### src/rtl/gpu_prefetch.sv
// Instruction prefetch sequencer: issues longword fetches to the local memory
// controller, buffers returns in an in-order queue and feeds decode with
// 16-bit opcodes. A jump flushes the queue and drops fetches still in flight.
module gpu_prefetch #(
  parameter int QDEPTH = 4,
  parameter int DW     = 32
) (
  input  logic          sys_clk,
  input  logic          reset_n,
  input  logic          go,
  input  logic          jump,
  input  logic [23:0]   jump_addr,
  input  logic          big_instr,
  output logic          progreq,
  output logic [21:0]   progaddr,
  input  logic          progack,
  output logic          pabort,
  input  logic          prog_dv,
  input  logic [DW-1:0] prog_data,
  output logic [15:0]   instr,
  output logic          instr_valid,
  input  logic          instr_ack
);

  localparam int AW = $clog2(QDEPTH);
  // Counters get headroom: after a jump, fetches awaiting discard sit in
  // outst on top of a fresh window of up to QDEPTH live fetches.
  localparam int CW = AW + 3;

  logic [DW-1:0] mem [QDEPTH];
  logic [AW-1:0] rd, wr;
  logic [CW-1:0] cnt, outst, discard, pending, outst_nxt;
  logic [21:0]   fetch_addr, fetch_nxt;
  logic          hsel, ack, dv, wr_en, adv, pop, lo_half;
  logic [DW-1:0] head;
  logic          unused_ok;

  assign unused_ok  = jump_addr[0];

  // progack only counts while a request is actually presented; a return with
  // nothing outstanding (e.g. straggler after reset) is ignored.
  assign ack        = progreq & progack;
  assign dv         = prog_dv & (outst != '0);
  assign wr_en      = dv & (discard == '0) & ~jump;
  assign adv        = instr_ack & instr_valid & ~jump;
  assign pop        = adv & hsel;
  assign outst_nxt  = outst + CW'(ack) - CW'(dv);
  assign fetch_nxt  = fetch_addr + 22'(ack);

  // Live words: buffered, in flight (minus those to be dropped) and the held request.
  assign pending    = cnt + outst - discard + CW'(progreq);

  assign instr_valid = (cnt != '0);
  assign head        = mem[rd];
  // Low half is selected when hsel matches the halfword order flag.
  assign lo_half     = (hsel == big_instr);

  // Opcode mux; forced to zero while the queue is empty.
  always_comb begin
    instr = '0;
    if (instr_valid) instr = lo_half ? head[15:0] : head[DW-1:16];
  end

  // Queue storage; flushes only move pointers, so no reset is needed here.
  always_ff @(posedge sys_clk) begin
    if (wr_en) mem[wr] <= prog_data;
  end

  // Fetch issue, in-flight accounting, queue pointers and halfword select.
  always_ff @(posedge sys_clk) begin
    if (!reset_n) begin
      progreq    <= 1'b0;
      progaddr   <= '0;
      pabort     <= 1'b0;
      fetch_addr <= '0;
      outst      <= '0;
      discard    <= '0;
      cnt        <= '0;
      rd         <= '0;
      wr         <= '0;
      hsel       <= 1'b0;
    end else begin
      outst <= outst_nxt;
      if (jump) begin
        // Everything in flight after this edge is stale.
        discard    <= outst_nxt;
        fetch_addr <= jump_addr[23:2];
        progreq    <= 1'b0;
        pabort     <= progreq & ~progack;
        cnt        <= '0;
        rd         <= '0;
        wr         <= '0;
        hsel       <= jump_addr[1];
      end else begin
        pabort     <= 1'b0;
        fetch_addr <= fetch_nxt;
        if (dv && discard != '0) discard <= discard - CW'(1);
        // A presented request holds with its address until accepted.
        if (!(progreq && !progack)) begin
          progreq  <= go && (pending < CW'(QDEPTH));
          progaddr <= fetch_nxt;
        end
        if (wr_en) wr <= wr + AW'(1);
        if (pop)   rd <= rd + AW'(1);
        cnt <= cnt + CW'(wr_en) - CW'(pop);
        if (adv) hsel <= ~hsel;
      end
    end
  end

endmodule

### config.mk
export PLATFORM = sky130hd
export DESIGN_NAME = gpu_prefetch
export DESIGN_NICKNAME = d
export VERILOG_FILES = /design/src/rtl/gpu_prefetch.sv
export SDC_FILE = /design/constraint.sdc
export NUM_CORES = 1
export LEC_CHECK = 0
export ABC_AREA = 1
export ABC_CLOCK_PERIOD_IN_PS = 9100
export BUFFER_PORTS_ARGS = -buffer_cell sky130_fd_sc_hd__buf_2
export CORE_UTILIZATION = 63
export CTS_CLUSTER_DIAMETER = 50
export DETAILED_ROUTE_END_ITERATION = 6
export PLACE_DENSITY_LB_ADDON = 0.08
export SETUP_SLACK_MARGIN = 0.4
export SLEW_MARGIN = 40
export SYNTH_ARGS = -nofsm -noshare
export SYNTH_HDL_FRONTEND = slang
export SYNTH_SLANG_ARGS = --single-unit
### constraint.sdc
create_clock -name sys_clk -period 9.1 [get_ports sys_clk]
set_input_delay 1.82 -clock sys_clk [delete_from_list [all_inputs] [get_ports sys_clk]]
set_output_delay 1.82 -clock sys_clk [all_outputs]
set_load 0.01 [all_outputs]
Yosys cells after proc, flatten, opt, wreduce, memory -nomap -nowiden
Memory sizes are Yosys's and may differ from the RTL's. A register that Yosys moved wholly into a read port is not among the register bits.
Cells that the tools add are included.

word-level totals
  register bits after elaboration = 66
  memories kept = 1
  logic and storage cells = 61
  output and inout bits = 41
  memory bits (writable) = 128
  input bits = 64

operators by class
  reduce and logical (&&, ||, !) cells = 13
  muxes and demuxes = 11
  equality and inequality tests = 1
  add/subtract/negate cells = 11
  bitwise operators = 13
  $lt $le $gt $ge = 1

memories
  name  words  width  rd ports  clocked after Yosys merged registers in  write ports  line  source
  mem   4      32     1         1                                        1            30    logic [DW-1:0] mem [QDEPTH];

operator list
  kind                 count
  $mux 16              2
  $add 22x1->22        1
  $mux 22              1
  $add 5x1->5          3
  $reduce_bool 5->1    3
  $mux 5               2
  $sub 5x1->5          2
  $and 1x1->1          8
  $add 5x5->5          1
  $logic_not 5->1      1
  $lt 5x3->1 const B   1
  $not 1->1            5
  $sub 5x1->5 const B  1
  $sub 5x5->5          1
  $add 2x1->2 const B  2
  $mux 1               4
  $mux 2               2
  $reduce_and 2->1     2
  $reduce_bool 2->1    2
  $logic_and 1x1->1    3
  $reduce_or 2->1      1
  $eq 1x1->1           1
  $logic_not 1->1      1

Longest topological paths before layout
  depth after elaboration = 6
  mapped depth = 16

Least setup slack after synthesis
Ideal clock, no wire load.

  path type = input-to-output
  start point = input port big_instr
  end point = output port instr[11]
  path slack = 4695 ps
  path buffers = 1
  cell stages on the path = 4
  arrival time = 2585 ps
  required time = 7280 ps
  cells stage by stage = xor2_1 > buf_2 > o21ai_0 > a31oi_1

on the way
  longest elaborated chain between the ends = 3

ends and longest elaborated chain
  element               line  source
  start: declaration    13    input logic big_instr,
  $eq 1x1->1            56    assign lo_half = (hsel == big_instr);
  $mux 16 (2 in a row)  61    if (instr_valid) instr = lo_half ? head[15:0] : head[DW-1:16];
  end: declaration      20    output logic [15:0] instr,

No other way between the ends.

Final worst setup path
  start point = input port big_instr
  end point = output port instr[2]

The elaborated chain is that of the path after synthesis.

==> reports/results.ini <==
[outcome]
status = finished, final reports clean

[grt]
grtUsageMet3 = 0.0557
antenna_found_initial = 2
use_met1 = 0.316
grt_pass1_wl_um = 29300
busiest_layer = met2
grt_pass1_vias = 6158
overflow = 0
grt_usage = 0.264
grt_start_max_net_pins = 66
met2_usage = 0.470

[floorplanning]
ioPinCount = 105
die_h_um = 120
initial_utilization = 0.656
placeableCoreArea_um2 = 13500
die_area_um2 = 14500
die_x_um = 120
rows = 42

[timing]
rsz0062_at_grt = false
finalCritPeriodShare = 0.528
worst_pin_slew_ps = 801
fin_crit_ps = 4810
slew-limit-headroom = 0.463
hold_violations = 0
setup_viol = 0
fin_worst_skew_ps = 7.72
fmax_mhz = 208
maxSlewViolCount = 0
fin_setup_tns_ps = 0

[routing]
via_count = 6618
wl_per_cell_um = 14.9
drt_iter0_drc = 432
dr.pass1.iters = 5
viasPerCell = 5.40
detail-route-antenna-nets = 0
routed_wl_um = 18200
drc = 0

[synth]
avgSynthCellArea_um2 = 9.40
ys_top_cells_by_area = edfxtp_1 (44%), dfxtp_1 (15%), nor2_1 (8.3%), o21ai_0 (6.2%), nand2_1 (6.1%)
ys_seq_area_frac = 0.590
synth_edf_count = 128
yosys.cell_types.count = 32
yosysWarningCount = 0
synthArstFlopShare = 0
syn_area_um2 = 8820
syn_nets = 1032
post-synth-top-area-fraction = 0.436
ys_seq_elements = 196
synth_top_flop_cell = edfxtp_1
yosysTopAreaCell = edfxtp_1
synthCells = 938

[clock_tree]
post_cts_buffers = 0
htreeDepth = 4
cts_tree = yes
root_buffer = clkbuf_16
clkTransAtPathRegs_ps = 60
insertion_delay_ps = 430
cts_buffers = 17
clockBufferDepth = 2
cts_resized = 0
cts.sinks = 196
cts_hold_buf = 0

[final_layout]
layout.nets = 1131
drive_gt1_frac = 0.157
regArea_um2 = 5210
multi_input_area_um2 = 3120
flow.area_growth_from_synthesis_pct = 15.0
nFillCells = 1012

[placement]
portBuffers = 103
dpl.hpwl_um = 12400
routabilityCongestion = 0.865

[setup_path]
crit_fanout = 32
r2r_start = cnt[3]
start_kind = primary input
r2r_setup_slack_ps = 6090
ff2ff_path_depth = 15
worstPathRequired_ps = 7280
path_class = in -> out
arrival_ps = 2990
cp-end-kind = primary output
worst_r2r_endpoint = cnt[4]

[power_and_ir_drop]
seqPwrFrac = 0.479
leakagePower_nw = 4.24
power_switching_uw = 632
swShare = 0.289
powerDensity_nw_per_um2 = 216
power_frac_comb = 0.207
p_total_mw = 2.19
max-vdd-ir-drop_mv = 0.165
clkPwrFrac = 0.314
intPower_mw = 1.56

[worst_hold_path]
hp-start = rd[1]
min_to = rd[1]
min_delay_path_depth = 2
hold_path.class = reg -> reg

[job]
maxCapViolations = 0

per-stage QoR:
step	instances	area (um^2)	worst slack, ps	utilization	hold slack (ps)
final	1225	10100	4290	0.754	480
after global routing	1224	10100	4240	0.754	518
after CTS	1224	10100	4280	0.754	485
after detailed placement	1194	9600	4290	0.714	474
after global placement	1185	9460	4330	0.703	451
after floorplan	938	8820	4700	-	433
cell usage after synthesis, drive strengths merged (4+ instances only):
library cell  instances
nor2                200
inv                  93
xor2                 15
a22o                  6
nand3                26
nand2               146
nor3                  6
o21ai               126
edfxtp              128
buf                  23
fa                    5
a31oi                17
xnor2                 4
dfxtp                68
a21oi                22
ha                   25
nand4                 4
clkbuf               14
nand3b                6
flip-flops by register name, indices dropped and copies added (netlist names), named ones only:
| register | flops |
|---|---|
| hsel | 1 |
| rd | 2 |
| fetch_addr | 22 |
| pabort | 1 |
| progaddr | 22 |
| discard | 5 |
| wr | 2 |
| outst | 5 |
| cnt | 5 |
| progreq | 1 |
| mem | 128 |
routing by layer:
metal | up-vias | wire [um]
met5 | - | 10
met4 | 2 | 370
met3 | 35 | 967
met2 | 186 | 9430
met1 | 3087 | 7460
li1 | 3308 | -
cells in the final DEF (no fill, tap or decap), types with 4 or more instances in the layout:
| cell type | synthesis | final |
|---|---|---|
| nor2_4 | 3 | 7 |
| buf_4 | 3 | 5 |
| ha_1 | 25 | 25 |
| buf_2 | 20 | 103 |
| clkinvlp_4 | 0 | 5 |
| nand3_1 | 26 | 26 |
| nand4_1 | 4 | 4 |
| a22o_1 | 6 | 6 |
| nor3_1 | 4 | 4 |
| fa_1 | 5 | 5 |
| o21ai_0 | 109 | 109 |
| a21oi_1 | 22 | 22 |
| o21ai_1 | 16 | 16 |
| nand2_1 | 143 | 143 |
| buf_8 | 0 | 6 |
| inv_1 | 91 | 91 |
| nand3b_1 | 6 | 6 |
| clkbuf_16 | 0 | 17 |
| dfxtp_1 | 68 | 67 |
| nor2_1 | 194 | 190 |
| edfxtp_1 | 128 | 128 |
| xnor2_1 | 4 | 4 |
| a31oi_1 | 17 | 17 |
| xor2_1 | 15 | 14 |
layout make-up:
class / count / share of cell area
tap: 176 / 0.0217
clock inverter: 11 / 0.0106
multi-input combinational: 610 / 0.308
inverter: 95 / 0.0354
clock buffer: 19 / 0.0427
antenna: 1 / 0.000247
timing repair buffer: 117 / 0.0683
sequential: 196 / 0.513
worst max-delay path, cell delays in order:
cell	delay (ps)
buf_2	130
xor2_2	130
buf_4	320
o21ai_0	150
a31oi_1	250
buf_2	180
worst max-delay path by stage:
stage	from	to
2_1_floorplan	big_instr	instr[11]
3_3_place_gp	big_instr	instr[2]
3_5_place_dp	big_instr	instr[2]
4_1_cts	big_instr	instr[2]
5_1_grt	big_instr	instr[2]
6_report	big_instr	instr[2]
power by group through the flow:
stage	sequential, mW	clock, mW	combinational [mW]
4_1_cts	1.05	0.693	0.457
3_5_place_dp	1.07	0	0.453
5_1_grt	1.05	0.733	0.524
2_1_floorplan	1.06	0	0.321
6_report	1.05	0.687	0.454
3_3_place_gp	1.07	0	0.430
logic make-up (layout without fill, tap and decap cells):
| family | after synthesis | after routing | share of synthesized area |
|---|---|---|---|
| AND/OR/NAND/NOR | 389 | 389 | 0.181 |
| adder cells (fa/ha/maj) | 30 | 30 | 0.0468 |
| XOR/XNOR | 19 | 19 | 0.0189 |
| flip-flops | 196 | 196 | 0.590 |
| other | 0 | 1 | 0 |
| AO/OA/AOI/OAI | 172 | 172 | 0.103 |
| buffers and inverters | 132 | 242 | 0.0603 |
(Power assumes the default switching activity.)
